$ cat config.mk
export PLATFORM = sky130hd
export DESIGN_NAME = load_store_unit
export DESIGN_NICKNAME = d
export VERILOG_FILES = /design/src/rtl/load_store_unit.sv
export SDC_FILE = /design/constraint.sdc
export NUM_CORES = 1
export LEC_CHECK = 0
export ABC_AREA = 1
export CORE_UTILIZATION = 45
export DETAILED_ROUTE_END_ITERATION = 6
export PLACE_DENSITY = 0.81
export SYNTH_ARGS = -nofsm -noshare
export SYNTH_HDL_FRONTEND = slang
export SYNTH_SLANG_ARGS = --single-unit
$ cat constraint.sdc
create_clock -name clk -period 5.73 [get_ports clk]
set_input_delay 1.146 -clock clk [delete_from_list [all_inputs] [get_ports clk]]
set_output_delay 1.146 -clock clk [all_outputs]
set_load 0.005 [all_outputs]
$ cat src/rtl/load_store_unit.sv
// Load/store unit: accepts one load/store, drives a single-cycle data_memory access,
// then aligns/extends load data and returns one response. Optional LSU_MISALIGN_TRAP_EN.
module load_store_unit #(
    parameter int ADDR_W = 32,
    parameter int XLEN   = 32
) (
    input  logic              clk,
    input  logic              rst,
    input  logic              req_valid,
    output logic              req_ready,
    input  logic              req_is_store,
    input  logic [2:0]        req_funct3,
    input  logic [XLEN-1:0]   req_base,
    input  logic [XLEN-1:0]   req_offset,
    input  logic [XLEN-1:0]   req_wdata,
    input  logic [4:0]        req_rd,
    output logic              resp_valid,
    input  logic              resp_ready,
    output logic [XLEN-1:0]   resp_data,
    output logic [4:0]        resp_rd,
    output logic              resp_exc,
    output logic [3:0]        resp_exc_cause,
    output logic              mem_read_en,
    output logic              mem_write_en,
    output logic [2:0]        mem_load_type,
    output logic [2:0]        mem_store_type,
    output logic [ADDR_W-1:0] mem_address,
    output logic [XLEN-1:0]   mem_wdata,
    input  logic [XLEN-1:0]   mem_rdata
);

    typedef enum logic [1:0] {
        IDLE   = 2'd0,
        ACCESS = 2'd1,
        RESP   = 2'd2
    } state_t;

    state_t state_reg, state_next;

    logic              op_store_reg;
    logic [2:0]        funct3_reg;
    logic [ADDR_W-1:0] addr_reg;
    logic [XLEN-1:0]   wdata_reg;
    logic [4:0]        rd_reg;
    logic              skip_reg;
    logic              hold_reg;
    logic [XLEN-1:0]   data_hold_reg;

    logic [ADDR_W-1:0] ea;
    logic              accept;
    logic              funct3_ok;
    logic              skip_req;
    logic [XLEN-1:0]   load_data;
    logic [7:0]        sel_byte;
    logic [15:0]       sel_half;
    logic [7:0]        rbyte [4];
    logic [15:0]       rhalf [2];

    assign ea     = ADDR_W'(req_base + req_offset);
    assign accept = req_valid && (state_reg == IDLE);

    always_comb begin
        funct3_ok = 1'b0;
        if (req_is_store) begin
            case (req_funct3)
                3'b000, 3'b001, 3'b010: funct3_ok = 1'b1;
                default:                funct3_ok = 1'b0;
            endcase
        end else begin
            case (req_funct3)
                3'b000, 3'b001, 3'b010, 3'b100, 3'b101: funct3_ok = 1'b1;
                default:                                funct3_ok = 1'b0;
            endcase
        end
    end

`ifdef LSU_MISALIGN_TRAP_EN
    logic       misalign;
    logic       exc_reg;
    logic [3:0] cause_reg;

    // funct3[1:0] encodes access size for both loads and stores
    assign misalign = ((req_funct3[1:0] == 2'b01) && ea[0]) ||
                      ((req_funct3[1:0] == 2'b10) && (ea[1:0] != 2'b00));
    assign skip_req = !funct3_ok || misalign;

    always_ff @(posedge clk) begin
        if (rst) begin
            exc_reg   <= 1'b0;
            cause_reg <= 4'd0;
        end else if (accept) begin
            exc_reg   <= skip_req;
            if (!funct3_ok)
                cause_reg <= 4'd2;
            else if (misalign)
                cause_reg <= req_is_store ? 4'd6 : 4'd4;
            else
                cause_reg <= 4'd0;
        end
    end

    assign resp_exc       = (state_reg == RESP) && exc_reg;
    assign resp_exc_cause = (state_reg == RESP) ? cause_reg : 4'd0;
`else
    assign skip_req       = !funct3_ok;
    assign resp_exc       = 1'b0;
    assign resp_exc_cause = 4'd0;
`endif

    // State register
    always_ff @(posedge clk) begin
        if (rst)
            state_reg <= IDLE;
        else
            state_reg <= state_next;
    end

    // Next-state logic; faulting or invalid requests bypass the memory access
    always_comb begin
        state_next = state_reg;
        case (state_reg)
            IDLE:    if (accept) state_next = skip_req ? RESP : ACCESS;
            ACCESS:  state_next = RESP;
            RESP:    if (resp_ready) state_next = IDLE;
            default: state_next = IDLE;
        endcase
    end

    // Output logic
    always_comb begin
        req_ready    = 1'b0;
        resp_valid   = 1'b0;
        mem_read_en  = 1'b0;
        mem_write_en = 1'b0;
        case (state_reg)
            IDLE:   req_ready = 1'b1;
            ACCESS: begin
                mem_read_en  = !op_store_reg;
                mem_write_en = op_store_reg;
            end
            RESP:   resp_valid = 1'b1;
            default: ;
        endcase
    end

    // Request latch and response hold
    always_ff @(posedge clk) begin
        if (rst) begin
            op_store_reg  <= 1'b0;
            funct3_reg    <= 3'd0;
            addr_reg      <= '0;
            wdata_reg     <= '0;
            rd_reg        <= 5'd0;
            skip_reg      <= 1'b0;
            hold_reg      <= 1'b0;
            data_hold_reg <= '0;
        end else if (accept) begin
            op_store_reg <= req_is_store;
            funct3_reg   <= req_funct3;
            addr_reg     <= ea;
            wdata_reg    <= req_wdata;
            rd_reg       <= req_rd;
            skip_reg     <= skip_req;
            hold_reg     <= 1'b0;
        end else if (state_reg == RESP) begin
            if (resp_ready) begin
                hold_reg <= 1'b0;
            end else if (!hold_reg) begin
                // mem_rdata is only guaranteed on the first RESP cycle
                hold_reg      <= 1'b1;
                data_hold_reg <= resp_data;
            end
        end
    end

    generate
        for (genvar gi = 0; gi < 4; gi++) begin : g_byte_lane
            assign rbyte[gi] = mem_rdata[8*gi +: 8];
        end
        for (genvar gi = 0; gi < 2; gi++) begin : g_half_lane
            assign rhalf[gi] = mem_rdata[16*gi +: 16];
        end
    endgenerate

    always_comb begin
        sel_byte  = rbyte[addr_reg[1:0]];
        sel_half  = rhalf[addr_reg[1]];
        load_data = '0;
        case (funct3_reg)
            3'b000:  load_data = {{(XLEN-8){sel_byte[7]}}, sel_byte};
            3'b100:  load_data = {{(XLEN-8){1'b0}}, sel_byte};
            3'b001:  load_data = {{(XLEN-16){sel_half[15]}}, sel_half};
            3'b101:  load_data = {{(XLEN-16){1'b0}}, sel_half};
            3'b010:  load_data = mem_rdata;
            default: load_data = '0;
        endcase
    end

    always_comb begin
        resp_data = '0;
        if (state_reg == RESP) begin
            if (hold_reg)
                resp_data = data_hold_reg;
            else if (!op_store_reg && !skip_reg)
                resp_data = load_data;
        end
    end

    assign resp_rd        = ((state_reg == RESP) && !op_store_reg) ? rd_reg : 5'd0;
    assign mem_load_type  = 3'b010;
    assign mem_store_type = funct3_reg;
    assign mem_address    = addr_reg;
    assign mem_wdata      = wdata_reg;

endmodule

==> results of run 1 <==
-- where the power goes --
| part | internal (mW) | switching [mW] | total, mW |
|---|---|---|---|
| clock network | 0.320 | 0.333 | 0.652 |
| logic | 0.340 | 0.391 | 0.731 |
| registers | 0.819 | 0.0379 | 0.857 |
-- layer usage --
layer | vias to the layer above | share of wire | track usage
li1 | 4096 | - | -
met1 | 3641 | 0.41 | 0.332
met2 | 292 | 0.49 | 0.502
met3 | 36 | 0.067 | 0.0476
met4 | 0 | 0.026 | 0.104
met5 | - | 0 | 0
-- cell usage in the layout (no fill, tap or decap), types with 3 or more instances in the layout --
cell type,instances
clkbuf_16,9
nand3_1,66
conb_1,8
buf_4,5
nand2_2,3
nor3_1,8
or2_2,9
inv_1,154
nor2_1,65
and2_1,4
clkdlybuf4s50_1,248
dfxtp_1,109
o21ai_1,4
a22o_1,32
o211ai_1,3
inv_2,8
o22ai_1,5
a21oi_1,84
nor2_4,3
o21ai_0,60
inv_6,3
o221ai_1,6
nand3b_1,4
o211ai_2,5
nand4_1,4
xnor2_1,3
nand2_1,410
ha_1,31
-- worst max-delay path, stage by stage --
cell and delay [ns]:
clkdlybuf4s50_1 0.48, inv_1 0.04, nand2_1 0.04, o21ai_1 0.16, mux2i_4 0.21, nand2_2 0.35, nand3b_1 0.21, nand2_1 0.08
a21oi_1 0.14, clkdlybuf4s50_1 0.54
-- cells by family (layout without fill, tap and decap cells) --
logic type / count (synthesis) / in the layout / synth area share
flip-flops: 109 / 109 / 0.304
other: 2 / 8 / 0.00105
AND/OR/NAND/NOR: 581 / 581 / 0.334
multiplexers: 3 / 3 / 0.00593
XOR/XNOR: 3 / 3 / 0.00366
buffers and inverters: 210 / 431 / 0.120
AO/OA/AOI/OAI: 206 / 206 / 0.174
adder cells (fa/ha/maj): 32 / 32 / 0.0568
-- metrics by stage --
step | instance area, µm² | setup slack (ns) | hold slack (ns)
global placement | 9730 | 1.21 | 0.436
global route | 10000 | 0.993 | 0.472
finish | 10000 | 1.16 | 0.455
CTS | 10000 | 1.18 | 0.455
detailed placement | 9730 | 1.19 | 0.438
floorplan | 7200 | 2.54 | 0.447
-- final cells by class --
type,count,share of cell area
multi-input combinational,833,0.414
timing repair buffer,253,0.251
sequential,109,0.218
inverter,162,0.0606
tap,211,0.0263
clock buffer,10,0.0238
clock inverter,6,0.00611
-- synth_stat cells (8+ instances only) --
master	n
a21oi_1	84
a22o_1	32
buf_2	21
buf_4	9
clkbuf_1	16
dfxtp_1	109
ha_1	31
inv_1	154
inv_2	8
nand2_1	410
nand3_1	66
nor2_1	65
nor3_1	8
o21ai_0	60
or2_2	9
-- how the worst max path moves through the flow --
| stage | to | slack, ns | startpoint | cells past startpoint |
|---|---|---|---|---|
| 6_report | resp_data[7] | 1.16 | mem_rdata[31] | 10 |
| 4_1_cts | resp_data[7] | 1.18 | mem_rdata[31] | 10 |
| 2_1_floorplan | resp_data[16] | 2.54 | mem_rdata[15] | 7 |
| 5_1_grt | resp_data[31] | 0.99 | mem_rdata[31] | 10 |
| 3_3_place_gp | resp_data[12] | 1.21 | mem_rdata[31] | 10 |
| 3_5_place_dp | resp_data[7] | 1.19 | mem_rdata[31] | 10 |
==> impl_metrics.env, run 1 <==
export IMPL_cp_max_fo=25
export IMPL_seq_area_frac_synth=0.304
export IMPL_cts_reportedPaths_clkPinSlew_ns=0.08
export IMPL_fp_coreArea_mm2=0.0154
export IMPL_r2r_start="mem_address[1]"
export IMPL_drive_above_1_share=0.0408
export IMPL_die_w_um=128
export IMPL_dieArea_mm2=0.0165
export IMPL_fmax_ghz=0.219
export IMPL_yosysWarnings=0
export IMPL_power_mw=2.24
export IMPL_period_needed_ns=4.57
export IMPL_synth_seq_cells=109
export IMPL_slew_viol_final=0
export IMPL_holdBufCountCts=0
export IMPL_netlist_instances=1146
export IMPL_cts_tree="yes"
export IMPL_grt_use_total=0.280
export IMPL_rrSetupSlack_ns=3.41
export IMPL_worst_r2r_endpoint="data_hold_reg[21]"
export IMPL_hold_start="mem_address[21]"
export IMPL_relSlewSlack=0.275
export IMPL_synth_edf_count=0
export IMPL_cts_resized_gates=0
export IMPL_drc=0
export IMPL_multi_input_area_mm2=0.00415
export IMPL_crit_type="primary input to output port"
export IMPL_overflow=0
export IMPL_worst_pin_slew_ns=1.09
export IMPL_register_area_mm2=0.00218
export IMPL_via_per_inst=5.09
export IMPL_finalNonFillerCells=1584
export IMPL_synth_area_leader_cell="dfxtp_1"
export IMPL_leakagePower_nw=4.73
export IMPL_grt_setup_unrepaired="no"
export IMPL_crit_arrival_ns=3.42
export IMPL_drv_cap=0
export IMPL_pwr_density_cell_mw_per_mm2=223
export IMPL_die_h_um=128
export IMPL_placementRows=45
export IMPL_initial_utilization=0.467
export IMPL_finalSetupViolCount=0
export IMPL_min_path_type="flip-flop to flip-flop"
export IMPL_critPathRequiredTime_ns=4.58
export IMPL_grt_start_max_net_pins=64
export IMPL_drt_wl_total_um=23200
export IMPL_nNetsFinal=1541
export IMPL_hpwl_um=17800
export IMPL_fillers=1410
export IMPL_grt_pass1_wl_um=36500
export IMPL_ios=257
export IMPL_hold_viol_final=0
export IMPL_vias=8065
export IMPL_portBuffers=248
export IMPL_cts_buffers_inserted=9
export IMPL_min_path_cells=2
export IMPL_drt_iter0_drc=469
export IMPL_clock_sinks=109
export IMPL_avgSynthCellArea_um2=6.26
export IMPL_ant_nets=0
export IMPL_place_congestion=0.914
export IMPL_startpoint_type="primary input"
export IMPL_area_growth_pct=39.7
export IMPL_clk_latency_ns=0.37
export IMPL_place_inst=1568
export IMPL_antennaDiodeCount=0
export IMPL_period_share=0.797
export IMPL_r2r_cells=9
export IMPL_fin_setup_tns_ns=0
export IMPL_synth_top_area_frac=0.304
export IMPL_wl_per_cell_um=14.6
export IMPL_yosys_most_used_dff="dfxtp_1"
export IMPL_syn_area_mm2=0.00718
export IMPL_first_pass_iters=6
export IMPL_cts_setup_buffers=0
export IMPL_ys_top_cells_by_area="dfxtp_1 30%, nand2_1 21%, inv_1 8.1%"
export IMPL_grt_pass1_vias=7384
export IMPL_finClkSkew_ns=0.00709
export IMPL_synth_async_reset_ratio=0
export IMPL_antenna_found_initial=0
export IMPL_min_to="mem_address[21]"
export IMPL_ir_drop_v=0.000148
export IMPL_final_core_util=0.652
export IMPL_root_buffer="clkbuf_16"
export IMPL_cts_buffer_depth=2
export IMPL_ctsHtreeMaxLevel=3
export IMPL_status="finished clean"
export IMPL_cp_end_kind="output port"
export IMPL_synthDistinctLibCells=42
(Power assumes the default switching activity.)
==> run 2: changes to the inputs <==
--- a/config.mk
+++ b/config.mk
@@ -6,9 +6,9 @@
 export NUM_CORES = 1
 export LEC_CHECK = 0
 export ABC_AREA = 1
-export CORE_UTILIZATION = 45
+export CORE_UTILIZATION = 42
 export DETAILED_ROUTE_END_ITERATION = 6
-export PLACE_DENSITY = 0.81
+export PLACE_DENSITY = 0.8
 export SYNTH_ARGS = -nofsm -noshare
 export SYNTH_HDL_FRONTEND = slang
 export SYNTH_SLANG_ARGS = --single-unit
==> constraint.sdc (replaced) <==
create_clock -name clk -period 3.84 [get_ports clk]
set_input_delay 0.768 -clock clk [delete_from_list [all_inputs] [get_ports clk]]
set_output_delay 0.768 -clock clk [all_outputs]
set_load 0.005 [all_outputs]
==> run 2 against run 1 <==
Utilization fell by 4.6 points. Flip-flop and latch count unchanged. Clock-buffer cell count is the same. Register-to-register slack worse by 1.7 ns. Combinational power grew 53%. Final area grew 0.60%. Non-clock buffer count increased by 5. Critical endpoint is now resp_data[20].
==> impl_metrics.env, run 2 (synthesized netlist as in run 1, its figures left out) <==
export IMPL_drt_iter0_drc=528
export IMPL_cts_buffers_inserted=9
export IMPL_min_path_cells=2
export IMPL_area_growth_pct=40.6
export IMPL_ctsHtreeMaxLevel=3
export IMPL_fp_coreArea_mm2=0.0166
export IMPL_place_congestion=0.928
export IMPL_drt_wl_total_um=23500
export IMPL_critPathRequiredTime_ns=3.07
export IMPL_min_path_type="flip-flop to flip-flop"
export IMPL_finClkSkew_ns=0.00919
export IMPL_ios=257
export IMPL_holdBufCountCts=0
export IMPL_clk_latency_ns=0.36
export IMPL_fillers=1605
export IMPL_multi_input_area_mm2=0.00415
export IMPL_period_share=0.955
export IMPL_cts_resized_gates=0
export IMPL_r2r_start="state_reg[1]"
export IMPL_cp_end_kind="output port"
export IMPL_status="finished clean"
export IMPL_pwr_density_cell_mw_per_mm2=333
export IMPL_die_w_um=133
export IMPL_p_switching_mw=1.14
export IMPL_internal_power_mw=2.22
export IMPL_hold_viol_final=0
export IMPL_power_frac_clock=0.287
export IMPL_cts_reportedPaths_clkPinSlew_ns=0.08
export IMPL_relSlewSlack=0.510
export IMPL_min_to="mem_address[8]"
export IMPL_ir_drop_v=0.000212
export IMPL_root_buffer="clkbuf_16"
export IMPL_cts_buffer_depth=2
export IMPL_register_area_mm2=0.00218
export IMPL_worst_r2r_endpoint="data_hold_reg[4]"
export IMPL_startpoint_type="primary input"
export IMPL_grt_use_total=0.264
export IMPL_cp_max_fo=21
export IMPL_grt_pass1_wl_um=37000
export IMPL_swShare=0.339
export IMPL_fin_setup_tns_ns=0
export IMPL_cts_setup_buffers=0
export IMPL_place_inst=1582
export IMPL_rrSetupSlack_ns=1.67
export IMPL_fmax_ghz=0.273
export IMPL_die_h_um=133
export IMPL_wl_per_cell_um=14.7
export IMPL_via_per_inst=5.06
export IMPL_r2r_cells=10
export IMPL_finalSetupViolCount=0
export IMPL_p_comb_frac=0.333
export IMPL_overflow=0
export IMPL_grt_start_max_net_pins=64
export IMPL_grt_pass1_vias=7466
export IMPL_grt_setup_unrepaired="no"
export IMPL_leakagePower_nw=4.76
export IMPL_slew_viol_final=0
export IMPL_antenna_found_initial=0
export IMPL_final_common_cell="nand2_1"
export IMPL_nNetsFinal=1546
export IMPL_ant_nets=0
export IMPL_cts_tree="yes"
export IMPL_finalNonFillerCells=1598
export IMPL_crit_arrival_ns=2.90
export IMPL_placementRows=47
export IMPL_initial_utilization=0.431
export IMPL_period_needed_ns=3.67
export IMPL_hpwl_um=18200
export IMPL_drive_above_1_share=0.0443
export IMPL_p_seq_frac=0.380
export IMPL_first_pass_iters=5
export IMPL_worst_pin_slew_ns=0.735
export IMPL_layout_common_cells="410 x nand2_1, 248 x clkdlybuf4s50_1, 154 x inv_1"
export IMPL_crit_type="primary input to output port"
export IMPL_hold_start="mem_address[8]"
export IMPL_antennaDiodeCount=0
export IMPL_clock_sinks=109
export IMPL_drc=0
export IMPL_drv_cap=0
export IMPL_dieArea_mm2=0.0176
export IMPL_portBuffers=248
export IMPL_vias=8084
## run 2: changes by cell type in the layout (fill, tap and decap cells not counted), sizes merged
| cell | before | now |
|---|---|---|
| clkinv | 1 | 2 |
| clkinvlp | 1 | 0 |
| buf | 5 | 10 |
## run 2: worst max path at each step
stage | slack, ns | startpoint | depth (start not counted) | to
4_1_cts | 0.23 | mem_rdata[31] | 11 | resp_data[20]
5_1_grt | 0.06 | mem_rdata[31] | 11 | resp_data[21]
2_1_floorplan | 1.40 | mem_rdata[15] | 7 | resp_data[16]
3_5_place_dp | 0.23 | mem_rdata[31] | 11 | resp_data[20]
3_3_place_gp | 0.25 | mem_rdata[31] | 11 | resp_data[7]
6_report | 0.17 | mem_rdata[31] | 11 | resp_data[20]
## run 2: critical path, stage by stage
cell and delay, ns:
clkdlybuf4s50_1 0.48, inv_1 0.04, nand2_1 0.04, o21ai_1 0.15, mux2i_4 0.20, nand2_2 0.14, buf_12 0.19, nand3_1 0.08
nand2_1 0.07, a21oi_1 0.20, clkdlybuf4s50_1 0.54
## run 2: power groups by stage
stage,logic [mW],clock network (mW),registers [mW]
after floorplan,0.609,0,1.30
after global placement,1.09,0,1.30
after detailed placement,1.10,0,1.30
after CTS,1.11,0.976,1.27
after global routing,1.23,1.02,1.28
final,1.12,0.964,1.27
## run 2: layout make-up
class / count / share of cell area
Inverter: 162 / 0.0603
Tap cell: 220 / 0.0273
Sequential cell: 109 / 0.216
Timing Repair Buffer: 258 / 0.255
Clock buffer: 10 / 0.0237
Clock inverter: 6 / 0.00595
Multi-Input combinational cell: 833 / 0.412
## run 2: per-stage QoR
stage	total power, mW	setup slack, ns	util	hold slack [ns]	instance area (µm²)
finish	3.35	0.171	0.606	0.457	10100
global route	3.54	0.0617	0.606	0.473	10100
detailed placement	2.40	0.234	0.588	0.442	9790
CTS	3.36	0.227	0.606	0.457	10100
global placement	2.39	0.253	0.588	0.439	9790
floorplan	1.91	1.40	-	0.447	7200
## run 2: routing by layer
metal	GRT usage	vias up	routed length [µm]
met5	0	-	0
met3	0.0307	39	1550
met1	0.327	3626	9940
met4	0.107	0	563
li1	-	4108	-
met2	0.465	311	11400
==> run 3: changes to the inputs <==
--- a/config.mk
+++ b/config.mk
@@ -6,6 +6,7 @@
 export NUM_CORES = 1
 export LEC_CHECK = 0
 export ABC_AREA = 1
+export CORE_ASPECT_RATIO = 0.6
 export CORE_UTILIZATION = 42
 export DETAILED_ROUTE_END_ITERATION = 6
 export PLACE_DENSITY = 0.8
==> run 3 against run 2 <==
Largest cell class unchanged. Non-clock buffer count increased by 2. Sequential share of layout area about the same. Power increased by 0.40%. Final area increased by 0.11%.
==> impl_metrics.env, run 3 (synthesized netlist as in run 1, its figures left out) <==
export IMPL_first_pass_iters=7
export IMPL_hold_viol_final=0
export IMPL_critPathLaunch="mem_rdata[31]"
export IMPL_placementRows=36
export IMPL_clock_sinks=109
export IMPL_nNetsFinal=1548
export IMPL_relSlewSlack=0.500
export IMPL_drt_iter0_drc=769
export IMPL_drive_above_1_share=0.0449
export IMPL_cts_reportedPaths_clkPinSlew_ns=0.08
export IMPL_fillers=1577
export IMPL_place_inst=1592
export IMPL_post_place_ws_ns=0.233
export IMPL_final_core_util=0.613
export IMPL_grt_pass1_vias=7140
export IMPL_crit_type="primary input to output port"
export IMPL_startpoint_type="primary input"
export IMPL_ant_nets=0
export IMPL_layout_common_cells="410 x nand2_1, 248 x clkdlybuf4s50_1, 154 x inv_1"
export IMPL_power_mw=3.37
export IMPL_register_area_mm2=0.00218
export IMPL_root_buffer="clkbuf_16"
export IMPL_hold_start="mem_address[28]"
export IMPL_multi_input_area_mm2=0.00415
export IMPL_fin_setup_tns_ns=0
export IMPL_place_congestion=0.981
export IMPL_crit_arrival_ns=2.91
export IMPL_setup_slack_ns=0.161
export IMPL_cts_resized_gates=0
export IMPL_period_share=0.958
export IMPL_overflow=0
export IMPL_via_per_inst=5.08
export IMPL_status="finished clean"
export IMPL_hpwl_um=20200
export IMPL_worst_pin_slew_ns=0.751
export IMPL_dpl_cell_area_mm2=0.00980
export IMPL_critPathRequiredTime_ns=3.07
export IMPL_min_path_type="flip-flop to flip-flop"
export IMPL_grt_pass1_wl_um=38500
export IMPL_cts_tree="yes"
export IMPL_die_w_um=171
export IMPL_final_common_cell="nand2_1"
export IMPL_die_h_um=103
export IMPL_fmax_ghz=0.272
export IMPL_cp_max_fo=10
export IMPL_fin_area_mm2=0.0101
export IMPL_grt_start_max_net_pins=64
export IMPL_finClkSkew_ns=0.0165
export IMPL_clk_latency_ns=0.34
export IMPL_drt_wl_total_um=25200
export IMPL_cts_setup_buffers=0
export IMPL_portBuffers=248
export IMPL_timing_hold_ws_ns=0.456
export IMPL_pwr_density_cell_mw_per_mm2=333
export IMPL_cp_end_kind="output port"
export IMPL_vias=8162
export IMPL_holdBufCountCts=0
export IMPL_initial_utilization=0.435
export IMPL_finalNonFillerCells=1608
export IMPL_drv_cap=0
export IMPL_area_growth_pct=40.7
export IMPL_finalSetupViolCount=0
export IMPL_grt_use_total=0.283
export IMPL_leakagePower_nw=4.76
export IMPL_antenna_found_initial=0
export IMPL_period_needed_ns=3.68
export IMPL_drc=0
export IMPL_slew_viol_final=0
export IMPL_r2r_start="state_reg[1]"
export IMPL_ios=257
export IMPL_grt_setup_unrepaired="no"
export IMPL_antennaDiodeCount=0
export IMPL_dieArea_mm2=0.0176
export IMPL_cts_buffers_inserted=9
export IMPL_ir_drop_v=0.000272
export IMPL_fp_coreArea_mm2=0.0165
export IMPL_ctsHtreeMaxLevel=3
export IMPL_cts_buffer_depth=2
export IMPL_wl_per_cell_um=15.7
## run 3: cell count changes in the layout (fill, tap and decap cells not counted), sizes merged
cell,previous run,this run
buf,10,12
clkinv,2,3
inv,166,164
clkinvlp,0,1
## run 3: final timing paths
check | endpoint | slack [ns] | depth (start not counted)
setup / recovery | resp_data[21] | 0.16 | 11
hold reg to reg | mem_address[28] | 0.46 | 2
hold / removal | mem_address[28] | 0.46 | 2
setup reg to reg | mem_wdata[22] | 1.54 | 6
## run 3: final cells by class
cell class / count / area share
clock buffer: 10 / 0.0227
inverter: 162 / 0.0602
timing repair buffer: 260 / 0.255
tap: 228 / 0.0282
multi-input combinational: 833 / 0.411
sequential: 109 / 0.216
clock inverter: 6 / 0.00681
## run 3: power by group
part | switching, mW | internal (mW)
logic | 0.623 | 0.518
registers | 0.0559 | 1.22
clock network | 0.486 | 0.462
total | 1.17 | 2.20
## run 3: critical path: stages
cell             delay [ns]
clkdlybuf4s50_1        0.48
inv_1                  0.04
nand2_1                0.04
o21ai_1                0.16
mux2i_4                0.21
nand2_2                0.07
buf_4                  0.18
nand3_1                0.08
nand2_1                0.08
a21oi_1                0.23
clkdlybuf4s50_1        0.56
## run 3: routing by layer
metal / track usage / vias up / share of wire
li1: - / 4115 / -
met1: 0.440 / 3596 / 0.48
met2: 0.374 / 427 / 0.38
met3: 0.0871 / 24 / 0.13
met4: 0.0450 / 0 / 0.014
met5: 0 / - / 0
